[src/rtl/im_loader_pkg.sv]
// im_loader_pkg: shared loader state encoding and width defaults.
package im_loader_pkg;
    localparam int IW_DEF = 15;
    localparam int AW_DEF = 8;
    localparam int BW = 8;
    typedef enum logic [2:0] {IDLE, LO, HI, CHK, RUN, ERR} state_t;
endpackage

[src/rtl/im_loader_xsum.sv]
// im_loader_xsum: 8-bit running XOR accumulator with clear and enable.
module im_loader_xsum
    import im_loader_pkg::*;
(
    input  logic          clk,
    input  logic          rst,
    input  logic          clr,
    input  logic          en,
    input  logic [BW-1:0] d,
    output logic [BW-1:0] q
);
    always_ff @(posedge clk or posedge rst)
        if (rst) q <= '0;
        else if (clr) q <= '0;
        else if (en) q <= q ^ d;
endmodule

[src/rtl/im_loader.sv]
// im_loader: streams LEN, N lo/hi word pairs and CHK into IM, holding the CPU until done.
// Define IM_LOADER_CHECKSUM_EN to verify CHK against an XOR of LEN and data bytes.
module im_loader
    import im_loader_pkg::*;
#(
    parameter int IW = IW_DEF,
    parameter int AW = AW_DEF
) (
    input  logic          clk,
    input  logic          rst,
    input  logic [BW-1:0] in_data,
    input  logic          in_valid,
    output logic          in_ready,
    input  logic          reload,
    output logic          im_we,
    output logic [AW-1:0] im_addr,
    output logic [IW-1:0] im_wdata,
    output logic          cpu_hold,
    output logic          done,
    output logic          err
);
    state_t state, state_nx;
    logic [BW-1:0] cnt, lo;
    logic xfer, chk_ok;

    always_comb begin
        in_ready = !rst && (state inside {IDLE, LO, HI, CHK});
        xfer = in_valid && in_ready;
        state_nx = state;
        case (state)
            IDLE: if (xfer) state_nx = (in_data == '0) ? CHK : LO;
            LO:   if (xfer) state_nx = HI;
            HI:   if (xfer) state_nx = (cnt == 8'd1) ? CHK : LO;
            CHK:  if (xfer) state_nx = chk_ok ? RUN : ERR;
            RUN, ERR: if (reload) state_nx = IDLE;
            default: state_nx = IDLE;
        endcase
    end

    always_ff @(posedge clk or posedge rst)
        if (rst) state <= IDLE;
        else state <= state_nx;

    // The write is registered so addr/data stay stable for the whole im_we cycle.
    always_ff @(posedge clk or posedge rst)
        if (rst) begin
            cnt <= '0;
            lo <= '0;
            im_we <= 1'b0;
            im_addr <= '0;
            im_wdata <= '0;
        end else begin
            im_we <= xfer && state == HI;
            if (im_we) im_addr <= im_addr + 1'b1;
            if (reload && state inside {RUN, ERR}) im_addr <= '0;
            if (xfer && state == IDLE) cnt <= in_data;
            if (xfer && state == HI) cnt <= cnt - 8'd1;
            if (xfer && state == LO) lo <= in_data;
            if (xfer && state == HI) im_wdata <= {in_data[IW-9:0], lo};
        end

`ifdef IM_LOADER_CHECKSUM_EN
    logic [BW-1:0] xsum;
    im_loader_xsum u_xsum (
        .clk (clk),
        .rst (rst),
        .clr (reload && state inside {RUN, ERR}),
        .en  (xfer && state inside {IDLE, LO, HI}),
        .d   (in_data),
        .q   (xsum)
    );
    assign chk_ok = in_data == xsum;
    assign err = state == ERR;
`else
    assign chk_ok = 1'b1;
    assign err = 1'b0;
`endif

    assign done = state == RUN;
    assign cpu_hold = state != RUN;
endmodule

[config.mk]
export PLATFORM = sky130hd
export DESIGN_NAME = im_loader
export DESIGN_NICKNAME = d
export VERILOG_FILES = /design/src/rtl/im_loader_pkg.sv /design/src/rtl/im_loader_xsum.sv /design/src/rtl/im_loader.sv
export SDC_FILE = /design/constraint.sdc
export NUM_CORES = 1
export LEC_CHECK = 0
export ABC_AREA = 0
export CAP_MARGIN = 15
export CORE_MARGIN = 2
export CORE_UTILIZATION = 50
export DETAILED_ROUTE_END_ITERATION = 16
export PLACE_DENSITY = 0.79
export SYNTH_ARGS = -nofsm -noshare
export SYNTH_HDL_FRONTEND = slang
export SYNTH_SLANG_ARGS = --single-unit
[constraint.sdc]
create_clock -name clk -period 4.9 [get_ports clk]
set_input_delay 1.47 -clock clk [delete_from_list [all_inputs] [get_ports clk]]
set_output_delay 1.47 -clock clk [all_outputs]
set_load 0.05 [all_outputs]
==> run_results.csv, run 1 <==
group,metric,value,unit
sta,finalWorstPathRequiredPeriod,4.37,ns
cells_and_area,syn2layout_area_growth,23.3,%
logic_synthesis,synth.ff_latch_count,43,
global_routing,number_of_antenna_violations_at_the_first_check_in_global_routing,0,
global_routing,via_count_of_the_first_global_routing_pass,1401,
cts,post-cts-setup-buffers,0,
logic_synthesis,count_of_warnings_emitted_by_yosys,0,
critical_path,start_kind,"primary input",
die,core,3970,µm²
global_routing,gr_ovfl_total,0,
sta,skew,0.00356,ns
status,run_status,"completed",
sta,slew_viols_final,0,
sta,timing.final.crit_share,89.1,%
sta,unrepaired_setup_endpoints_after_global_routing,"false",
power_and_ir_drop,worst_ir_drop_vdd,0.383,mV
logic_synthesis,syn-mean-instance-area,11.6,µm²
cells_and_area,nets,230,
cts,cts_inserted_buffers,5,
place,place_worst_setup_slack,0.526,ns
global_routing,grt_start_max_net_pins,23,
place,place.port_buffers,38,
sta,maxClockFrequency,229,MHz
cts,tritoncts_clock_tree,"done",
die,dieArea,4650,µm²
sta,final.setup.worst_slack,0.534,ns
logic_synthesis,postSynthCellCount,177,
cts,cts_sinks,43,
critical_path,critPathArrivalTime,2.90,ns
routing,wire_length_reported_by_the_detailed_router,4.07,mm
die,floorplan.die.height,68.2,µm
logic_synthesis,synth_area,2060,µm²
logic_synthesis,synth_seq_area_share,52.2,%
cts,worstSkewPairLatency,0.30,ns
logic_synthesis,synth_fp_nets,192,
sta,timing.final.hold_violations,0,
sta,timing_worst_slew_pin_value,0.822,ns
sta,timing.setup.tns,0,ns
routing,first_pass_iters,4,
place,placed_instance_count,258,
logic_synthesis,synth_edf_count,0,
global_routing,grt_pass1_wl,6.78,mm
critical_path,critPathKind,"in2out",
cells_and_area,stdcell_count,266,
critical_path,cp.required,3.43,ns
sta,max-slew-margin-rel,45.2,%
routing,vias,1465,
job,max_cap_violations,0,
die,std_cell_rows,23,
logic_synthesis,synth.distinct_cells,39,
cts,deepest_level_of_the_cts_h_tree,2,
cells_and_area,drive_above_1_share,16.7,%
routing,post_drt_wl_per_cell,15.3,µm
routing,antenna_violating_nets_post_route,0,
place,place.gp.congestion,0.858,
critical_path,timing.critical_path.to_type,"output port",
routing,viasPerCell,5.51,
cts,path_clk_slew,0.08,ns
cells_and_area,nFillCells,327,
power_and_ir_drop,power_density,704,nW/µm²
cts,holdBufCountCts,0,
routing,detailedRoute.firstIterationViolations,101,
place,dp_hpwl,2.92,mm
logic_synthesis,asyncSetResetFlopFracSynth,100,%
sta,setup_viol_count_final,0,
cells_and_area,antenna_diodes,0,
global_routing,grt_util_all_layers,20.4,%
cells_and_area,finalCoreUtilization,63.9,%
routing,drt_drc_violations_left,0,
cts,cts_max_path_buffers,2,
worst_hold_path,min_path_type,"reg2reg",
die,effective_utilization_at_floorplan,51.9,%
cts,post_cts_resized,0,
logic_synthesis,ys.flop_type,"sky130_fd_sc_hd__dfrtp_1",
die,floorplan.die.width,68.2,µm
die,io_pins,40,
power_and_ir_drop,power.leakage,1.11,nW
cts,clk_root_buffer_cell,"sky130_fd_sc_hd__clkbuf_8",
critical_path,critPathMaxFanout,4,
-- metrics by stage --
stage / hold WS [ns] / power (mW) / cell area [µm²]
2_1_floorplan: 0.477 / 1.30 / 2060
3_3_place_gp: 0.486 / 1.55 / 2460
3_5_place_dp: 0.491 / 1.58 / 2460
4_1_cts: 0.513 / 1.80 / 2540
5_1_grt: 0.528 / 1.90 / 2540
6_report: 0.512 / 1.79 / 2540
-- logic make-up (layout without fill, tap and decap cells) --
| logic type | Yosys count | after routing | share of synthesized area, % |
|---|---|---|---|
| and+or+nand+nor | 55 | 55 | 15.9 |
| DFF | 43 | 43 | 52.2 |
| AOI/OAI and AO/OA | 31 | 31 | 9.11 |
| muxes | 24 | 24 | 14.5 |
| buffers and inverters | 14 | 53 | 3.65 |
| xor gates and xnor gates | 6 | 6 | 2.55 |
| adders and majority gates | 3 | 3 | 1.82 |
| other | 1 | 1 | 0.182 |
-- where the power goes --
part	leakage [nW]	switching (mW)	total (mW)	internal, mW
registers	0.535	0.152	0.670	0.518
clock network	0.0422	0.119	0.219	0.100
logic	0.531	0.538	0.898	0.359
-- final timing paths --
kind | start | endpoint | slack, ns | cells after the start
worst max-delay path | rst | in_ready | 0.53 | 3
max in group asynchronous | rst | im_wdata[9] | 2.34 | 3
worst min-delay path | lo[5] | im_wdata[5] | 0.51 | 1
min in group asynchronous | rst | state[0] | 1.77 | 2
worst min register to register | lo[5] | im_wdata[5] | 0.51 | 1
worst max register to register | state[2] | im_wdata[1] | 2.94 | 3
-- worst max-delay path, stage by stage --
cell                              delay (ns)
sky130_fd_sc_hd__clkdlybuf4s50_1        0.49
sky130_fd_sc_hd__nor2_1                 0.12
sky130_fd_sc_hd__clkdlybuf4s50_1        0.81
-- registers in the layout, summed over array words and instances, names as in the netlist --
signal and cells:
im_we 1, im_wdata 15, state 3, cnt 8, lo 8, im_addr 8
-- routing by layer --
layer	up-vias	wire length (µm)	global-route usage (%)
met5	-	0	0
met4	0	46	5.25
met2	40	1940	31.2
met3	5	222	8.22
li1	702	-	-
met1	718	1860	27.2
-- cells in the mapped netlist, types with 2 or more instances --
| cell type | count | area [µm²] |
|---|---|---|
| sky130_fd_sc_hd__a21oi_1 | 6 | 30.0 |
| sky130_fd_sc_hd__a22oi_1 | 3 | 22.5 |
| sky130_fd_sc_hd__a2bb2oi_1 | 2 | 17.5 |
| sky130_fd_sc_hd__a31oi_1 | 2 | 12.5 |
| sky130_fd_sc_hd__buf_2 | 3 | 15.0 |
| sky130_fd_sc_hd__buf_6 | 2 | 22.5 |
| sky130_fd_sc_hd__clkbuf_1 | 2 | 7.51 |
| sky130_fd_sc_hd__dfrtp_1 | 43 | 1080 |
| sky130_fd_sc_hd__ha_1 | 3 | 37.5 |
| sky130_fd_sc_hd__inv_1 | 6 | 22.5 |
| sky130_fd_sc_hd__mux2_2 | 15 | 169 |
| sky130_fd_sc_hd__mux2_4 | 8 | 120 |
| sky130_fd_sc_hd__nand2_1 | 11 | 41.3 |
| sky130_fd_sc_hd__nand2b_1 | 2 | 12.5 |
| sky130_fd_sc_hd__nand3_1 | 4 | 20.0 |
| sky130_fd_sc_hd__nand4_1 | 3 | 18.8 |
| sky130_fd_sc_hd__nor2_1 | 14 | 52.6 |
| sky130_fd_sc_hd__nor3_1 | 3 | 15.0 |
| sky130_fd_sc_hd__nor3b_4 | 2 | 37.5 |
| sky130_fd_sc_hd__nor4_1 | 5 | 31.3 |
| sky130_fd_sc_hd__o211ai_1 | 2 | 15.0 |
| sky130_fd_sc_hd__o21ai_0 | 11 | 55.1 |
| sky130_fd_sc_hd__o22ai_1 | 3 | 18.8 |
| sky130_fd_sc_hd__or2_2 | 2 | 12.5 |
| sky130_fd_sc_hd__or3_1 | 2 | 12.5 |
| sky130_fd_sc_hd__xnor2_1 | 2 | 17.5 |
| sky130_fd_sc_hd__xor2_1 | 4 | 35.0 |
-- cell type report --
cell class | count | area [µm²] | area share, %
clock buffer | 7 | 76.3 | 3.01
inverter | 6 | 22.5 | 0.887
tap | 50 | 62.6 | 2.46
timing repair buffer | 39 | 388 | 15.3
clock inverter | 1 | 5.00 | 0.197
sequential | 43 | 1080 | 42.4
multi-input combinational | 120 | 908 | 35.8
-- cell usage in the layout, fill, tap and decap left out, types with 2 or more instances in the layout --
cell                              netlist  final
sky130_fd_sc_hd__a21oi_1                6      6
sky130_fd_sc_hd__o211ai_1               2      2
sky130_fd_sc_hd__nand4_1                3      3
sky130_fd_sc_hd__clkbuf_8               0      5
sky130_fd_sc_hd__nor3b_4                2      2
sky130_fd_sc_hd__o21ai_0               11     11
sky130_fd_sc_hd__nand3_1                4      4
sky130_fd_sc_hd__xnor2_1                2      2
sky130_fd_sc_hd__clkdlybuf4s50_1        0     38
sky130_fd_sc_hd__a2bb2oi_1              2      2
sky130_fd_sc_hd__nand2b_1               2      2
sky130_fd_sc_hd__nor3_1                 3      3
sky130_fd_sc_hd__nor4_1                 5      5
sky130_fd_sc_hd__inv_1                  6      6
sky130_fd_sc_hd__or3_1                  2      2
sky130_fd_sc_hd__or2_2                  2      2
sky130_fd_sc_hd__nor2_1                14     14
sky130_fd_sc_hd__ha_1                   3      3
sky130_fd_sc_hd__mux2_2                15     15
sky130_fd_sc_hd__xor2_1                 4      4
sky130_fd_sc_hd__nand2_1               11     11
sky130_fd_sc_hd__mux2_4                 8      8
sky130_fd_sc_hd__o22ai_1                3      3
sky130_fd_sc_hd__a31oi_1                2      2
sky130_fd_sc_hd__dfrtp_1               43     43
sky130_fd_sc_hd__a22oi_1                3      3
sky130_fd_sc_hd__clkbuf_1               2      2
No activity file was read; power rests on OpenSTA's default activity.
==> run 2: changes to the inputs <==
--- a/config.mk
+++ b/config.mk
@@ -8,9 +8,11 @@
 export ABC_AREA = 0
 export CAP_MARGIN = 15
 export CORE_MARGIN = 2
-export CORE_UTILIZATION = 50
+export CORE_UTILIZATION = 55
+export CTS_BUF_LIST = sky130_fd_sc_hd__clkbuf_4
 export DETAILED_ROUTE_END_ITERATION = 16
-export PLACE_DENSITY = 0.79
+export PLACE_DENSITY = 0.86
+export SETUP_SLACK_MARGIN = 0.2
 export SYNTH_ARGS = -nofsm -noshare
 export SYNTH_HDL_FRONTEND = slang
 export SYNTH_SLANG_ARGS = --single-unit
==> run_results.csv, run 2 (same netlist as run 1, synthesis figures left out) <==
group,metric,value,unit
cts,tritoncts_clock_tree,"done",
cts,cts_max_path_buffers,2,
job,max_cap_violations,0,
critical_path,critPathKind,"in2out",
sta,timing.final.hold_violations,0,
critical_path,cp_top_family,"buffers and inverters",
critical_path,start_kind,"primary input",
critical_path,list_of_cells_traversed_by_the_critical_path,"clkdlybuf4s50_1 -> nor2_1 -> clkdlybuf4s50_1",
critical_path,timing.critical_path.to_type,"output port",
cts,cts_inserted_buffers,5,
worst_hold_path,whs_path_depth,1,
critical_path,cp.required,3.43,ns
critical_path,critical-path-max-stage-delay,0.81,ns
die,floorplan.die.width,65.2,µm
worst_hold_path,min-delay-start,"lo[3]",
cells_and_area,nets,230,
power_and_ir_drop,power_density,708,nW/µm²
routing,viasPerCell,5.68,
critical_path,critPathMaxFanout,4,
power_and_ir_drop,worst_ir_drop_vdd,0.393,mV
place,place_worst_setup_slack,0.537,ns
sta,timing.final.crit_share,89.3,%
die,core,3630,µm²
worst_hold_path,min_delay_worst_endpoint,"im_wdata[3]",
cts,holdBufCountCts,0,
sta,skew,0.0133,ns
cts,cts_sinks,43,
cells_and_area,syn2layout_area_growth,23.1,%
critical_path,worst-r2r-setup-slack,2.90,ns
cells_and_area,stdcell_count,264,
global_routing,grt_pass1_wl,7.37,mm
worst_hold_path,min_path_type,"reg2reg",
cts,clk_root_buffer_cell,"sky130_fd_sc_hd__clkbuf_4",
sta,timing_worst_slew_pin_value,0.612,ns
die,dieArea,4250,µm²
routing,antenna_violating_nets_post_route,0,
critical_path,critPathArrivalTime,2.91,ns
cells_and_area,final_common_cell,"sky130_fd_sc_hd__dfrtp_1",
routing,wire_length_reported_by_the_detailed_router,4.10,mm
place,placed_instance_count,256,
die,io_pins,40,
power_and_ir_drop,power.leakage,1.11,nW
cts,post-cts-setup-buffers,0,
cells_and_area,largest_register,"im_wdata",
sta,slew_viols_final,0,
place,place.port_buffers,38,
place,dp_hpwl,2.83,mm
global_routing,grt_start_max_net_pins,44,
die,effective_utilization_at_floorplan,56.7,%
die,floorplan.die.height,65.2,µm
critical_path,worst-path-buf-inv,2,
routing,drt_drc_violations_left,0,
sta,timing.setup.tns,0,ns
die,std_cell_rows,22,
global_routing,via_count_of_the_first_global_routing_pass,1476,
place,place.gp.congestion,0.846,
cts,worstSkewPairLatency,0.38,ns
critical_path,reg2regPathDepth,3,
sta,setup_viol_count_final,0,
critical_path,crit_path_top_delay_cell,"sky130_fd_sc_hd__clkdlybuf4s50_1",
status,run_status,"completed",
cts,post_cts_resized,0,
cts,deepest_level_of_the_cts_h_tree,2,
cells_and_area,most-common-layout-cells,"sky130_fd_sc_hd__dfrtp_1, sky130_fd_sc_hd__clkdlybuf4s50_1, sky130_fd_sc_hd__mux2_2",
sta,max-slew-margin-rel,59.1,%
routing,post_drt_wl_per_cell,15.5,µm
critical_path,r2r_start,"state[2]",
critical_path,crit_path_top_cell_by_count,"sky130_fd_sc_hd__clkdlybuf4s50_1",
sta,final.setup.worst_slack,0.525,ns
cells_and_area,antenna_diodes,0,
routing,detailedRoute.firstIterationViolations,112,
global_routing,gr_ovfl_total,0,
sta,maxClockFrequency,229,MHz
sta,unrepaired_setup_endpoints_after_global_routing,"false",
routing,vias,1500,
global_routing,grt_util_all_layers,22.6,%
routing,first_pass_iters,4,
sta,finalWorstPathRequiredPeriod,4.38,ns
global_routing,number_of_antenna_violations_at_the_first_check_in_global_routing,0,
cells_and_area,drive_above_1_share,17.6,%
cells_and_area,nFillCells,277,
cells_and_area,largest_register_ff_count,15,
cts,path_clk_slew,0.14,ns
critical_path,r2r_end,"im_wdata[4]",
## run 2: power breakdown
part           switching [mW]  internal (mW)  total (mW)
sequential              0.153          0.516       0.669
combinational           0.537          0.359       0.896
clock                   0.122          0.107       0.229
total                   0.812          0.983        1.79
## run 2: routing by layer
| layer | vias to the layer above | part of all wire [%] | global-route usage [%] |
|---|---|---|---|
| met5 | - | 0 | 0 |
| met1 | 728 | 43 | 30.7 |
| met2 | 57 | 49 | 34.7 |
| li1 | 706 | - | - |
| met4 | 0 | 1.2 | 6.77 |
| met3 | 9 | 7.1 | 7.71 |
## run 2: area by class of cell
| class | count | area [µm²] | area share [%] |
|---|---|---|---|
| clock buffer | 5 | 37.5 | 1.48 |
| clock inverter | 3 | 43.8 | 1.73 |
| inverter | 6 | 22.5 | 0.888 |
| multi-input combinational | 120 | 908 | 35.8 |
| sequential | 43 | 1080 | 42.4 |
| tap | 48 | 60.1 | 2.37 |
| timing repair buffer | 39 | 388 | 15.3 |
## run 2: through the flow
| step | util (%) | hold WS [ns] | power (mW) | instance area (µm²) |
|---|---|---|---|---|
| after floorplan | - | 0.477 | 1.30 | 2060 |
| after global placement | 67.6 | 0.486 | 1.54 | 2450 |
| after detailed placement | 67.6 | 0.493 | 1.57 | 2450 |
| after CTS | 69.8 | 0.510 | 1.81 | 2540 |
| after global routing | 69.8 | 0.519 | 1.91 | 2540 |
| final | 69.8 | 0.514 | 1.79 | 2540 |
## run 2: worst max-delay path by stage
stage,slack [ns],from,cells past startpoint,to
6_report,0.52,rst,3,in_ready
5_1_grt,0.47,rst,3,in_ready
4_1_cts,0.52,rst,3,in_ready
3_5_place_dp,0.54,rst,3,in_ready
3_3_place_gp,0.55,rst,3,in_ready
2_1_floorplan,1.32,rst,1,in_ready
==> run 3: changes to the inputs <==
--- a/config.mk
+++ b/config.mk
@@ -5,14 +5,15 @@
 export SDC_FILE = /design/constraint.sdc
 export NUM_CORES = 1
 export LEC_CHECK = 0
-export ABC_AREA = 0
 export CAP_MARGIN = 15
 export CORE_MARGIN = 2
 export CORE_UTILIZATION = 55
 export CTS_BUF_LIST = sky130_fd_sc_hd__clkbuf_4
 export DETAILED_ROUTE_END_ITERATION = 16
+export GPL_ROUTABILITY_DRIVEN = 1
 export PLACE_DENSITY = 0.86
 export SETUP_SLACK_MARGIN = 0.2
+export SKIP_CTS_REPAIR_TIMING = 1
 export SYNTH_ARGS = -nofsm -noshare
 export SYNTH_HDL_FRONTEND = slang
 export SYNTH_SLANG_ARGS = --single-unit
==> results of run 3 <==
Same layout as run 2: the final DEF is identical, and so are final timing and power.
